[config.mk]
export PLATFORM = sky130hd
export DESIGN_NAME = alu_issue_stage
export DESIGN_NICKNAME = d
export VERILOG_FILES = /design/src/rtl/alu_issue_stage.sv
export SDC_FILE = /design/constraint.sdc
export NUM_CORES = 1
export LEC_CHECK = 0
export CELL_PAD_IN_SITES_DETAIL_PLACEMENT = 0
export CELL_PAD_IN_SITES_GLOBAL_PLACEMENT = 1
export CORE_MARGIN = 3
export CORE_UTILIZATION = 30
export CTS_BUF_LIST = sky130_fd_sc_hd__clkbuf_4
export DETAILED_ROUTE_END_ITERATION = 8
export HOLD_SLACK_MARGIN = 0.05
export MAX_ROUTING_LAYER = met4
export PLACE_DENSITY_LB_ADDON = 0.1
export RECOVER_POWER = 100
export SYNTH_ARGS = -nofsm -noshare
export SYNTH_HDL_FRONTEND = slang
export SYNTH_SLANG_ARGS = --single-unit
[constraint.sdc]
create_clock -name clk -period 4.3 [get_ports clk]
set_input_delay 0.86 -clock clk [delete_from_list [all_inputs] [get_ports clk]]
set_output_delay 0.86 -clock clk [all_outputs]
set_load 0.1 [all_outputs]
[src/rtl/alu_issue_stage.sv]
// RV32I decode/issue stage: builds ALU operands, func and SUB/SRA control from
// one instruction per cycle and holds them in a valid/ready pipeline register.
module alu_issue_stage #(
    parameter int XLEN   = 32,
    parameter int REG_AW = 5
) (
    input  logic              clk,
    input  logic              rst,
    input  logic              flush,
    input  logic              in_valid,
    output logic              in_ready,
    input  logic [31:0]       in_instr,
    input  logic [XLEN-1:0]   in_pc,
    output logic [REG_AW-1:0] rs1_addr,
    output logic [REG_AW-1:0] rs2_addr,
    input  logic [XLEN-1:0]   rs1_data,
    input  logic [XLEN-1:0]   rs2_data,
    output logic              out_valid,
    input  logic              out_ready,
    output logic [XLEN-1:0]   operand_A,
    output logic [XLEN-1:0]   operand_B,
    output logic [2:0]        func,
    output logic              control,
    output logic [REG_AW-1:0] out_rd,
    output logic              out_rd_we,
    output logic              out_illegal,
    output logic [XLEN-1:0]   out_pc
);

    localparam logic [6:0] OPC_OP    = 7'b0110011;
    localparam logic [6:0] OPC_IMM   = 7'b0010011;
    localparam logic [6:0] OPC_LUI   = 7'b0110111;
    localparam logic [6:0] OPC_AUIPC = 7'b0010111;

    logic [6:0]        opcode;
    logic [2:0]        funct3;
    logic [REG_AW-1:0] rd;
    logic [XLEN-1:0]   imm_i;
    logic [XLEN-1:0]   imm_u;
    logic [XLEN-1:0]   shamt;

    logic [XLEN-1:0]   dec_a;
    logic [XLEN-1:0]   dec_b;
    logic [2:0]        dec_func;
    logic              dec_control;
    logic              dec_illegal;
    logic              dec_rd_we;
    logic              accept;

    assign opcode   = in_instr[6:0];
    assign funct3   = in_instr[14:12];
    assign rd       = in_instr[11:7];
    assign rs1_addr = in_instr[19:15];
    assign rs2_addr = in_instr[24:20];
    assign imm_i    = {{(XLEN-12){in_instr[31]}}, in_instr[31:20]};
    assign imm_u    = {in_instr[31:12], 12'b0};
    assign shamt    = {{(XLEN-5){1'b0}}, in_instr[24:20]};

    always_comb begin
        dec_a       = '0;
        dec_b       = '0;
        dec_func    = funct3;
        dec_control = 1'b0;
        dec_illegal = 1'b0;
        unique case (opcode)
            OPC_OP: begin
                dec_a       = rs1_data;
                dec_b       = rs2_data;
                dec_control = (funct3 == 3'b000 || funct3 == 3'b101) ? in_instr[30] : 1'b0;
            end
            OPC_IMM: begin
                dec_a = rs1_data;
                // Shifts take a 5-bit shamt; ADDI has no subtract form, so instr[30] is ignored there
                if (funct3 == 3'b001 || funct3 == 3'b101) begin
                    dec_b       = shamt;
                    dec_control = (funct3 == 3'b101) ? in_instr[30] : 1'b0;
                end else begin
                    dec_b = imm_i;
                end
            end
            OPC_LUI: begin
                dec_b    = imm_u;
                dec_func = 3'b000;
            end
            OPC_AUIPC: begin
                dec_a    = in_pc;
                dec_b    = imm_u;
                dec_func = 3'b000;
            end
            default: begin
                dec_func    = 3'b000;
                dec_illegal = 1'b1;
            end
        endcase
        dec_rd_we = !dec_illegal && (rd != '0);
    end

    assign in_ready = !out_valid || out_ready;
    assign accept   = in_valid && in_ready && !flush;

    // Flush only clears valid; the data registers keep their last contents
    always_ff @(posedge clk or posedge rst) begin
        if (rst) begin
            out_valid   <= 1'b0;
            operand_A   <= '0;
            operand_B   <= '0;
            func        <= '0;
            control     <= 1'b0;
            out_rd      <= '0;
            out_rd_we   <= 1'b0;
            out_illegal <= 1'b0;
            out_pc      <= '0;
        end else if (flush) begin
            out_valid <= 1'b0;
        end else if (accept) begin
            out_valid   <= 1'b1;
            operand_A   <= dec_a;
            operand_B   <= dec_b;
            func        <= dec_func;
            control     <= dec_control;
            out_rd      <= rd;
            out_rd_we   <= dec_rd_we;
            out_illegal <= dec_illegal;
            out_pc      <= in_pc;
        end else if (out_ready) begin
            out_valid <= 1'b0;
        end
    end

endmodule

==> summary.md <==
| Metric | Value |
|---|---|
| Boundary Pins | 252 |
| Cells after Synth | 445 |
| GRT overflow | 0 |
| Max Clk Rate | 279.3 MHz |
| Status | finished, violations left |
| Power density over the cells | 384.0 mW/mm2 |
| First-pass GRT wire length | 25650 um |
| Row Count | 45 |
| Core area | 0.01543 mm2 |
| Nets | 804 |
| CTS buffer count | 9 |
| Fillers | 1489 |
| DP Wirelength | 11770 um |
| Number of max-cap violations | 2 |
| # resized after CTS | 0 |
| Synthesized area | 0.004796 mm2 |
| Finished Cell Area | 0.007436 mm2 |
| CP Launch Type | input pin |
| Final-report hold violation count | 0 |
| Initial antenna violation count | 2 |
| Router iterations before antenna repair | 4 |
| Post-route ant nets | 0 |
| Simple-Gate Fraction of Synth Area | 15.37% |
| Postcts setup bufs | 0 |
| Area grow syn2layout | 55.05% |
| Seq/Total Area, Yosys | 56.35% |
| Drt total wl | 16360 um |
| Setup Skew | 8.470 ps |
| Max Slew Vio Count | 168 |
| DRC | 0 |
| Placed Cells | 871 |
| IO Port Bufs | 251 |
| Max clock buf depth | 2 |
| Largest net degree at the start of global routing | 85 |
| Req. time, crit path | 4660 ps |
| XOR/XNOR Fraction of Synth Area | 0% |
| H-tree depth | 3 |
| Worst EP arrival | 3940 ps |
| Kind of end point of the critical path | flop |
| Sink Count | 108 |
| FF/Latch Area | 0.002703 mm2 |
| DP Area | 0.007341 mm2 |
| Synthesized Nets | 578 |
| Final cell count without fillers | 889 |
| Starting DRT DRC Count | 259 |
| RSZ-0062 raised after global routing | no |
| Seq cells post-synth | 108 |
| Multi-input logic area | 0.001785 mm2 |
| Failing checks | capacitance limit, slew limit |
| Clock slew at reported path FFs | 150 ps |
| Slew margin rel. | -19.54% |
| CP max FO | 84 |
| Total GRT Usage | 18.90% |
| Static Leak | 3.699 nW |
| Distinct cells, synth | 35 |
| Compound-cell area share of the yosys netlist | 20.87% |
| Min Clock Period, post-route | 3581 ps |
| Slowest stage delay, CP | 1050 ps |
| Share of layout cells above drive strength 1 | 7.101% |
| Die Y | 132.4 um |
| Worst slew pin tran | 1793 ps |
| Final Setup Violations | 0 |
| Routed via count | 4405 |
| Cell chain of the critical path | clkdlybuf4s50_1 > nor2b_4 > nand2_1 > clkbuf_2 > a221o_1 |
| Fin crit share | 83.27% |
| DR WL/cell | 18.41 um |
| Setup TNS | 0 ps |
| Die width | 132.4 um |
| Yosys synthesis warning count | 0 |
| Syn Area/Cell | 10.78 um2 |
| Multiplexer area fraction after synthesis | 1.044% |
| Vias in the first global route | 4610 |
| Worst-case vdd ir drop | 0.1856 mV |
| Clk root buf | clkbuf_4 |
| Via density | 4.955 |
| Initial core utilization | 31.09% |
| Largest family of logic cells by synthesized area | compound AO/OA/AOI/OAI gates |
| Synth Area in Adders | 0% |
| Worst-Skew Late Latency | 460 ps |
| Setup Crit Path Kind | in -> reg |
| CP max-delay cell | clkbuf_2 |
| Final RePlAce weighted congestion | 0.8276 |
| Class of the worst hold path | reg -> reg |
| Die area | 0.01754 mm2 |
| TritonCTS clock tree | done |
| Hold buffer count at cts | 0 |
## kinds of logic (layout without fill, tap and decap cells)
group	after synthesis	in the layout
DFF	108	108
buffers and inverters	51	282
and+or+nand+nor	163	163
AOI/OAI and AO/OA	118	118
other	0	2
muxes	5	5
## where the power goes
part           leakage [nW]  switching [mW]  internal [mW]
clock                0.0876           0.328          0.238
combinational          2.19           0.862          0.288
sequential             1.42          0.0412           1.10
## critical path, delay by kind of cell
family	cells	cell delay (ps)
buffers and inverters	2	1540
AND/OR/NAND/NOR	2	810
AO/OA/AOI/OAI	1	680
## area by class of cell
cell class | count | area share (%)
clock inverter | 6 | 1.060
multi-input combinational | 286 | 24.01
inverter | 5 | 0.2524
timing repair buffer | 261 | 33.70
sequential | 108 | 36.35
antenna | 2 | 0.06731
tap | 211 | 3.550
clock buffer | 10 | 1.010
## cell usage in the layout, fill, tap and decap left out, types with 7 or more instances in the layout
master	instances
a21o_1	17
a221o_1	15
a22o_1	20
a22oi_1	7
and3_1	16
clkbuf_1	13
clkbuf_4	10
clkdlybuf4s50_1	129
dfrtp_1	108
dlygate4sd3_1	111
nand2_1	116
nand3_1	19
o21ai_0	15
o221a_2	19
o2bb2ai_1	17
## per-layer routing
| metal | up-vias | GRT usage [%] | routed length [um] | part of all wire (%) |
|---|---|---|---|---|
| li1 | 2051 | - | - | - |
| met1 | 2146 | 23.99 | 6905 | 42 |
| met2 | 193 | 30.06 | 8034 | 49 |
| met3 | 15 | 4.791 | 1228 | 7.5 |
| met4 | 0 | 5.485 | 194 | 1.2 |
| met5 | - | - | 0 | 0 |
## final timing paths
path	end	depth (start not counted)	slack, ps	startpoint
max in group asynchronous	operand_A[6]	3	1480	rst
worst min register to register	out_pc[9]	2	490	out_pc[9]
worst max register to register	operand_A[11]	4	1370	out_valid
worst min-delay path	out_pc[9]	2	490	out_pc[9]
worst max-delay path	operand_A[11]	5	720	in_valid
min in group asynchronous	out_rd[1]	2	1390	rst
## Yosys cell counts, drive strengths merged
library cell / count / area, um2
nand2: 116 / 437.9
dfrtp: 108 / 2703
buf: 31 / 230.2
a22o: 20 / 175.2
nand3: 19 / 95.09
o221a: 19 / 214.0
a21o: 17 / 127.6
o2bb2ai: 17 / 148.9
and3: 16 / 100.1
a221o: 15 / 150.1
clkbuf: 15 / 56.30
o21ai: 15 / 75.07
a22oi: 7 / 52.55
inv: 5 / 18.77
mux2i: 5 / 50.05
a21oi: 4 / 23.77
nor2b: 3 / 26.27
nor3b: 2 / 20.02
o31ai: 2 / 15.01
a41o: 1 / 10.01
and2: 1 / 8.760
and4: 1 / 8.760
nand2b: 1 / 6.260
nand4: 1 / 6.260
nor2: 1 / 3.750
nor3: 1 / 16.27
o41ai: 1 / 8.760
or4: 1 / 7.510
## state kept, by name, indices dropped and copies added (netlist names)
register	cells
control	1
func	3
operand_A	32
operand_B	32
out_illegal	1
out_pc	32
out_rd	5
out_rd_we	1
out_valid	1
## stage by stage
stage	power [mW]	hold WS, ps	utilization [%]	worst slack (ps)
after CTS	2.937	499.2	48.58	1188
final	2.856	489.5	48.20	719.4
after global routing	2.978	518.5	48.20	543.8
after global placement	2.354	458.7	47.58	1079
after floorplan	1.993	923.1	-	594.4
after detailed placement	2.360	465.0	47.58	941.7
Power figures use the tool's default switching activity.
==> RTL edit: new RTL, same settings <==
Make the reset (`rst`) synchronous in one clocked block.
--- a/src/rtl/alu_issue_stage.sv
+++ b/src/rtl/alu_issue_stage.sv
@@ -100,5 +100,5 @@
 
     // Flush only clears valid; the data registers keep their last contents
-    always_ff @(posedge clk or posedge rst) begin
+    always_ff @(posedge clk) begin
         if (rst) begin
             out_valid   <= 1'b0;
Check against the original RTL: differs if rst is asserted again (counterexample within 4 cycles, from zero or initial values and one cycle with rst high); with rst held inactive, the same outputs for 4 cycles.
==> RTL edit against the original RTL <==
  * The flow still finishes with violations (capacitance limit, slew limit)
  * First-iteration DRC count fell by 29%
  * Worst setup slack improved by 0.19 ns
  * Routed wire length fell by 5.0%
  * Final area shrank 6.6%
  * Area after synthesis down 8.7%
  * Sequential cell count unchanged
  * Critical path type is now in -> out
  * Largest cell class is now non-clock buffers
Power is not compared: it rests on default switching activity, and its combinational part moved more than twofold at a synthesized area within 25%.
==> RTL edit: results (changes against the original RTL) <==
cts repair resizes=0 (unchanged); CTS Buffer Depth=2 (unchanged); Detailed Route Iter0 Violations=183 (-29%); register area share after synthesis=49.39% (-7.0 points); status=finished, violations left; Top FF cell, synth=dfxtp_1; largest net degree at the start of global routing=39 (-54%); vias in the first global route=4426 (-4.0%); hold_sp=out_rd[4]; worst r2r src=out_valid; DP Cell Count=881 (+1.1%); GRT Total Usage=19.77% (+0.87 points); crit path launch=out_ready; Placer Congestion=0.8162 (-1.4%); cells after synthesis=492 (+11%); post-synthesis async set-or-reset flop share=0% (-100 points); DRT Pass-1 Iters=4 (unchanged); final slew viol count=37 (-78%); first-pass GRT wire length=24630 um (-4.0%); Setup Fix Bufs, Post-CTS=0 (unchanged); Area contributors post-synth=dfxtp_1 49%, nand2_1 9.2%, a221o_1 7.3%; Placed Instance Area=0.006897 mm^2 (-6.1%); share of cells above drive strength 1=4.045% (-3.1 points); Tightest Pin Transition=1.766 ns (-0.02751 ns); failing checks=capacitance limit, slew limit; Post-Synthesis Net Count=625 (+8.1%); Worst Skew=0.01842 ns (+0.009952 ns); fin cells=898 (+1.0%); root buf cell=clkbuf_4; Nets=845 (+5.1%); crit-path max FO=4 (-95%); CP arrival=2.53 ns (-1.41 ns); Filler cells=1353 (-9.1%); Via density=4.915 (-0.80%); Synth cell types=37 (+5.7%); I/O Buffers=251 (unchanged); Hold Crit Class=reg -> reg; Final HPWL DP=11630 um (-1.2%); Max Cap Viol=3 (+1); routed wire length=15550 um (-5.0%); initial antenna violation count=0 (-2); commonest cells in the netlist=108 x dfxtp_1, 107 x nand2_1, 62 x a21oi_1, 34 x and2_1, 32 x a221o_1
RTL edit: cell count changes after synthesis, moves of 19 or more:
cell,before,now
dfrtp_1,108,0
dfxtp_1,0,108
a21oi_1,3,62
and2_1,0,34
o221a_2,19,0
RTL edit: power breakdown:
group	leakage (nW)	total [mW]	switching (mW)	internal [mW]
Clock	0.0712	0.505	0.327	0.179
Sequential	0.874	1.03	0.00847	1.02
Combinational	1.87	0.451	0.287	0.164
Total	2.82	1.98	0.622	1.36
RTL edit: cell type report:
type | instances | area share (%)
repair buffers | 260 | 35.84
flip-flops and latches | 108 | 31.12
multi-input cells | 327 | 27.57
well taps | 180 | 3.241
clock buffers | 10 | 1.080
clock inverters | 6 | 0.7924
inverters | 6 | 0.3241
diodes | 1 | 0.03602
RTL edit: layer usage:
layer	track usage, %	routed length, um
met2	32.63	7476
met3	8.042	1572
met4	3.596	141
met5	-	0
met1	22.95	6361
RTL edit: stage by stage:
stage / worst slack [ns] / util (%)
6_report: 0.9090 / 49.29
2_1_floorplan: 1.574 / -
5_1_grt: 0.7555 / 49.27
3_5_place_dp: 1.138 / 48.93
3_3_place_gp: 1.225 / 48.93
4_1_cts: 1.298 / 49.85
RTL edit: cells by family after synthesis:
kind of cell	after synthesis	synth area share (%)
and+or+nand+nor	168	18.29
AOI/OAI and AO/OA	154	24.09
DFF	108	49.39
buffers and inverters	57	6.945
muxes	5	1.286
RTL edit: path summary, 6_finish.rpt:
kind	depth (start not counted)	endpoint	slack [ns]
min reg2reg	2	out_rd[4]	0.46
max	4	in_ready	0.91
max reg2reg	6	out_pc[28]	1.61
min	2	out_rd[4]	0.46
RTL edit: worst max-delay path: stages:
cell           delay [ns]
dlygate4sd3_1        0.52
nor2b_1              0.11
inv_1                0.13
clkbuf_1             0.90
